## config.mk

```make
export PLATFORM = sky130hd
export DESIGN_NAME = sync_xfer_fifo
export DESIGN_NICKNAME = d
export VERILOG_FILES = /design/src/rtl/sync_xfer_fifo.sv
export SDC_FILE = /design/constraint.sdc
export NUM_CORES = 1
export LEC_CHECK = 0
export BUFFER_PORTS_ARGS = -buffer_cell sky130_fd_sc_hd__buf_2
export CAP_MARGIN = 20
export CORE_MARGIN = 2
export CORE_UTILIZATION = 67
export CTS_BUF_LIST = sky130_fd_sc_hd__clkbuf_2 sky130_fd_sc_hd__clkbuf_4 sky130_fd_sc_hd__clkbuf_8
export DETAILED_ROUTE_END_ITERATION = 8
export PLACE_DENSITY = 0.85
export SYNTH_ARGS = -nofsm -noshare
export SYNTH_HDL_FRONTEND = slang
export SYNTH_SLANG_ARGS = --single-unit
```

## constraint.sdc

```tcl
create_clock -name clk -period 9.42 [get_ports clk]
set_input_delay 1.884 -clock clk [delete_from_list [all_inputs] [get_ports clk]]
set_output_delay 1.884 -clock clk [all_outputs]
set_load 0.05 [all_outputs]
```

## src/rtl/sync_xfer_fifo.sv

```systemverilog
// Single-clock transfer FIFO between AHB-side producer and APB-side sequencer.
// Each entry carries {write flag, address, data}; flags are registered from next-state count.
module sync_xfer_fifo #(
   parameter int DSIZE    = 32,
   parameter int AWIDTH   = 32,
   parameter int ASIZE    = 4,
   parameter int AF_LEVEL = 14,
   parameter int AE_LEVEL = 2
) (
   input  logic              clk,
   input  logic              rst,
   input  logic              winc,
   input  logic              wwrite,
   input  logic [AWIDTH-1:0] waddr,
   input  logic [DSIZE-1:0]  wdata,
   input  logic              rinc,
   input  logic              err_clr,
   output logic              rwrite,
   output logic [AWIDTH-1:0] raddr,
   output logic [DSIZE-1:0]  rdata,
   output logic              rvalid,
   output logic              wfull,
   output logic              rempty,
   output logic              walmost_full,
   output logic              ralmost_empty,
   output logic [ASIZE:0]    count,
   output logic              overflow,
   output logic              underflow
);

   localparam int DEPTH = 1 << ASIZE;
   localparam int EW    = 1 + AWIDTH + DSIZE;
   localparam logic [ASIZE:0] CNT_ONE  = (ASIZE+1)'(1);
   localparam logic [ASIZE:0] CNT_FULL = (ASIZE+1)'(DEPTH);
   localparam logic [ASIZE:0] AF_CNT   = (ASIZE+1)'(AF_LEVEL);
   localparam logic [ASIZE:0] AE_CNT   = (ASIZE+1)'(AE_LEVEL);

   logic [EW-1:0] mem_q [DEPTH];

   logic [ASIZE:0]    wptr_q, wptr_d, rptr_q, rptr_d, count_q, count_d;
   logic              rwrite_q, rwrite_d, rvalid_q, rvalid_d;
   logic [AWIDTH-1:0] raddr_q, raddr_d;
   logic [DSIZE-1:0]  rdata_q, rdata_d;
   logic              wfull_q, wfull_d, rempty_q, rempty_d;
   logic              walmost_full_q, walmost_full_d;
   logic              ralmost_empty_q, ralmost_empty_d;
   logic              overflow_q, overflow_d, underflow_q, underflow_d;
   logic              re_s, we_s;
   logic [EW-1:0]     rd_entry_s;

   // Next-state logic: acceptance, pointers, occupancy, output capture and flags.
   always_comb begin
      re_s       = rinc & ~rempty_q;
      // A pop in the same cycle frees a slot, so a push into a full FIFO is still taken.
      we_s       = winc & (~wfull_q | re_s);
      rd_entry_s = mem_q[rptr_q[ASIZE-1:0]];

      if (we_s) begin
         wptr_d = wptr_q + CNT_ONE;
      end else begin
         wptr_d = wptr_q;
      end

      if (re_s) begin
         rptr_d = rptr_q + CNT_ONE;
         {rwrite_d, raddr_d, rdata_d} = rd_entry_s;
      end else begin
         rptr_d   = rptr_q;
         rwrite_d = rwrite_q;
         raddr_d  = raddr_q;
         rdata_d  = rdata_q;
      end
      rvalid_d = re_s;

      case ({we_s, re_s})
         2'b10:   count_d = count_q + CNT_ONE;
         2'b01:   count_d = count_q - CNT_ONE;
         default: count_d = count_q;
      endcase

      wfull_d         = (count_d == CNT_FULL);
      rempty_d        = (count_d == {(ASIZE+1){1'b0}});
      walmost_full_d  = (count_d >= AF_CNT);
      ralmost_empty_d = (count_d <= AE_CNT);

      // A new error in the same cycle as err_clr wins.
      overflow_d  = (winc & wfull_q & ~re_s) | (overflow_q & ~err_clr);
      underflow_d = (rinc & rempty_q) | (underflow_q & ~err_clr);
   end

   // Control and output registers.
   always_ff @(posedge clk or posedge rst) begin
      if (rst) begin
         wptr_q          <= {(ASIZE+1){1'b0}};
         rptr_q          <= {(ASIZE+1){1'b0}};
         count_q         <= {(ASIZE+1){1'b0}};
         rwrite_q        <= 1'b0;
         raddr_q         <= {AWIDTH{1'b0}};
         rdata_q         <= {DSIZE{1'b0}};
         rvalid_q        <= 1'b0;
         wfull_q         <= 1'b0;
         rempty_q        <= 1'b1;
         walmost_full_q  <= 1'b0;
         ralmost_empty_q <= 1'b1;
         overflow_q      <= 1'b0;
         underflow_q     <= 1'b0;
      end else begin
         wptr_q          <= wptr_d;
         rptr_q          <= rptr_d;
         count_q         <= count_d;
         rwrite_q        <= rwrite_d;
         raddr_q         <= raddr_d;
         rdata_q         <= rdata_d;
         rvalid_q        <= rvalid_d;
         wfull_q         <= wfull_d;
         rempty_q        <= rempty_d;
         walmost_full_q  <= walmost_full_d;
         ralmost_empty_q <= ralmost_empty_d;
         overflow_q      <= overflow_d;
         underflow_q     <= underflow_d;
      end
   end

   // Entry storage, deliberately left out of reset.
   always_ff @(posedge clk) begin
      if (we_s) begin
         mem_q[wptr_q[ASIZE-1:0]] <= {wwrite, waddr, wdata};
      end
   end

   assign rwrite        = rwrite_q;
   assign raddr         = raddr_q;
   assign rdata         = rdata_q;
   assign rvalid        = rvalid_q;
   assign wfull         = wfull_q;
   assign rempty        = rempty_q;
   assign walmost_full  = walmost_full_q;
   assign ralmost_empty = ralmost_empty_q;
   assign count         = count_q;
   assign overflow      = overflow_q;
   assign underflow     = underflow_q;

endmodule

```

==> run metrics <==
Resized Gates After CTS 0; Die Ht ~260 µm; reg2reg setup slack 5.43 ns; Req. time, crit path 9.84 ns; CTS Hold Bufs 0; synthesized instance count 2151; Mapped Area ~0.043 mm²; GR Layer Usage met1 between 30% and 40%; vias in the first global route around 23000; Max-Cap Viols 0; final setup TNS 0 ns; worst r2r dst raddr[19]; total track usage 28.7%; gr ovfl total 0; largest area contributor in the netlist edfxtp_1; largest fanout on the critical path 42; fmax 220 MHz; IO Pins between 100 and 150; CP Capture Type flop; Worst-Margin Slew 1.16 ns; Ys Warns 0; Root Buffer clkbuf_8; hold path endpoint rwrite; multi-input logic area 0.00914 mm²; P&R area growth vs syn 11.8%; Mapped Nets about 2200; Post-synth EDFFs 1040; largest net degree at the start of global routing about 150; Starting DRT DRC Count 2915; Peak VDD IR 303 µV; crit path cell chain buf_2, nand2b_4, a21boi_2, nand2_1, nor2_4, buf_4; Seq cells post-synth approximately 1100; crit start category primary input; Vias between 20000 and 25000; Worst Hold Path Cells 2; final wirelength 93.7 mm; Max clock buf depth 3; prevailing post-synth register cell edfxtp_1; M3 GR Usage 6.02%; CP max stage cell nor2_4; syn_area_per_cell 20.0 µm²; Hold WS approximately 0.52 ns; synth top area cells edfxtp_1, mux2i_1, mux4_2; first-pass GRT wire length 140 mm; Hold Path Class flop to flop; CP Class primary input to flop; asr flop ratio synth 7.56%; Worst-Skew Late Latency 0.82 ns; GR peak layer met2; final hold vios 0; status completed; core footprint 0.0633 mm²; Num Clock Sinks around 1100; CTS clk-pin slew, worst paths 0.06 ns; synth cell count leaders edfxtp_1, mux2i_1, mux4_2; area share of the largest cell type after synthesis 72.6%; cts bufs inserted between 150 and 200; slowest cell delay on critical path 0.90 ns; vias per std cell between 6 and 7; H-Tree Depth 4; wire per inst 27.9 µm; initial antenna violation count 4; layout cell share with drive strength beyond 1 26.2%; GP Congestion 0.755; Slew Limit Fails 0; Final period util 48.3%; Max transition margin a little under a quarter; Reg area 0.0334 mm²; Initial Util 68.0%; post-CTS setup buffer count 0; min Tclk post-route 4.55 ns; Chip Width 257 µm; reg2reg start rptr_q[2]; Crit path max-delay family simple AND/OR/NAND/NOR gates; final net count 2453; Lkg Pwr roughly 16 nW; CP Buf/Inv Count 2; Pre-Repair DR Iteration Count 5; RSZ-0062 raised after global routing false; filler cell count 3204; residual DRC count 0; die area around 0.066 mm²; Reg2Reg Depth 6; Design Power 0.0149 W; most frequent cell after synthesis edfxtp_1; setup violators final 0; hold path startpoint rwrite; Final Skew 0.0389 ns; met2 GRT Util 47.3%; Final ANT Viol Nets 0; Seq/Total Area, Yosys 77.5%; Cell Rows 92; dpl hpwl 48.9 mm; Arr. time, crit path approximately 5 ns; Port Buffers 146; Power Density 309 mW/mm²; CTS tree yes; Netlist cell types 47
power by group:
| group | switching, W | total [W] | internal, W |
|---|---|---|---|
| Clock | 0.00177 | 0.00395 | 0.00218 |
| Sequential | 0.000466 | 0.00659 | 0.00613 |
| Combinational | 0.00275 | 0.00434 | 0.00159 |
| Total | 0.00500 | 0.0149 | 0.00989 |
per-layer routing:
metal	vias up	share of wire, %
met1	11463	37
met3	198	9.4
met2	1400	51
met5	-	0
met4	0	3.0
li1	9277	-
area by class of cell:
type | count | area share [%]
well taps | 846 | 2.20
flip-flops and latches | 1125 | 69.4
inverters | 8 | 0.0676
repair buffers | 186 | 2.27
clock inverters | 47 | 0.713
clock buffers | 256 | 6.36
diodes | 4 | 0.0208
multi-input cells | 889 | 19.0
per-stage QoR:
stage / setup slack, ns / cell area, µm² / utilization [%] / std cells
after floorplan: 1.68 / 43000 / - / 2151
final: 4.87 / 48100 / 76.0 / 3361
after global placement: 4.13 / 44600 / 70.5 / 3050
after detailed placement: 4.05 / 44700 / 70.5 / 3052
after CTS: 4.89 / 48100 / 75.9 / 3355
after global routing: 4.83 / 48100 / 76.0 / 3359
flip-flops by register name (all words and copies together), names as in the netlist:
register / count
mem_q: 1040
raddr: 32
rdata: 32
count: 5
rptr_q: 4
wptr_q: 4
overflow: 1
ralmost_empty: 1
rempty: 1
rvalid: 1
rwrite: 1
underflow: 1
walmost_full: 1
wfull: 1
worst register-to-register path, cell delays in order, from the launching register on:
cell	delay (ns)
dfrtp_4	0.88
buf_4	0.86
nor2b_4	0.70
buf_4	0.75
nand2_1	0.19
a32oi_1	0.33
o21ai_0	0.16
kinds of logic (layout without fill, tap and decap cells):
family / count (synthesis) / count (layout) / share of synthesized area, %
flops: 1125 / 1125 / 77.5
mux: 457 / 457 / 14.4
compound gates: 275 / 275 / 4.56
simple gates: 139 / 139 / 1.49
buf+inv: 137 / 497 / 1.57
xor+xnor: 10 / 10 / 0.204
fa+ha+maj: 8 / 8 / 0.233
other cells: 0 / 4 / 0
cell usage in the layout, fill, tap and decap left out, types with 47 or more instances in the layout:
cell,instances
a22oi_1,86
mux4_2,130
mux2i_1,326
clkbuf_4,74
edfxtp_1,1040
nand2_1,57
o21ai_0,47
buf_2,146
dfrtp_1,79
clkbuf_8,182
how the worst max path moves through the flow:
| stage | from | slack, ns | to | depth (start not counted) |
|---|---|---|---|---|
| floorplan | rinc | 1.68 | mem_q[3][0] | 6 |
| global route | rinc | 4.83 | mem_q[10][27] | 6 |
| CTS | rinc | 4.89 | mem_q[15][30] | 6 |
| global placement | rinc | 4.13 | mem_q[15][27] | 6 |
| finish | rinc | 4.87 | mem_q[10][35] | 6 |
| detailed placement | rinc | 4.05 | mem_q[15][20] | 6 |
Power figures use the tool's default switching activity.
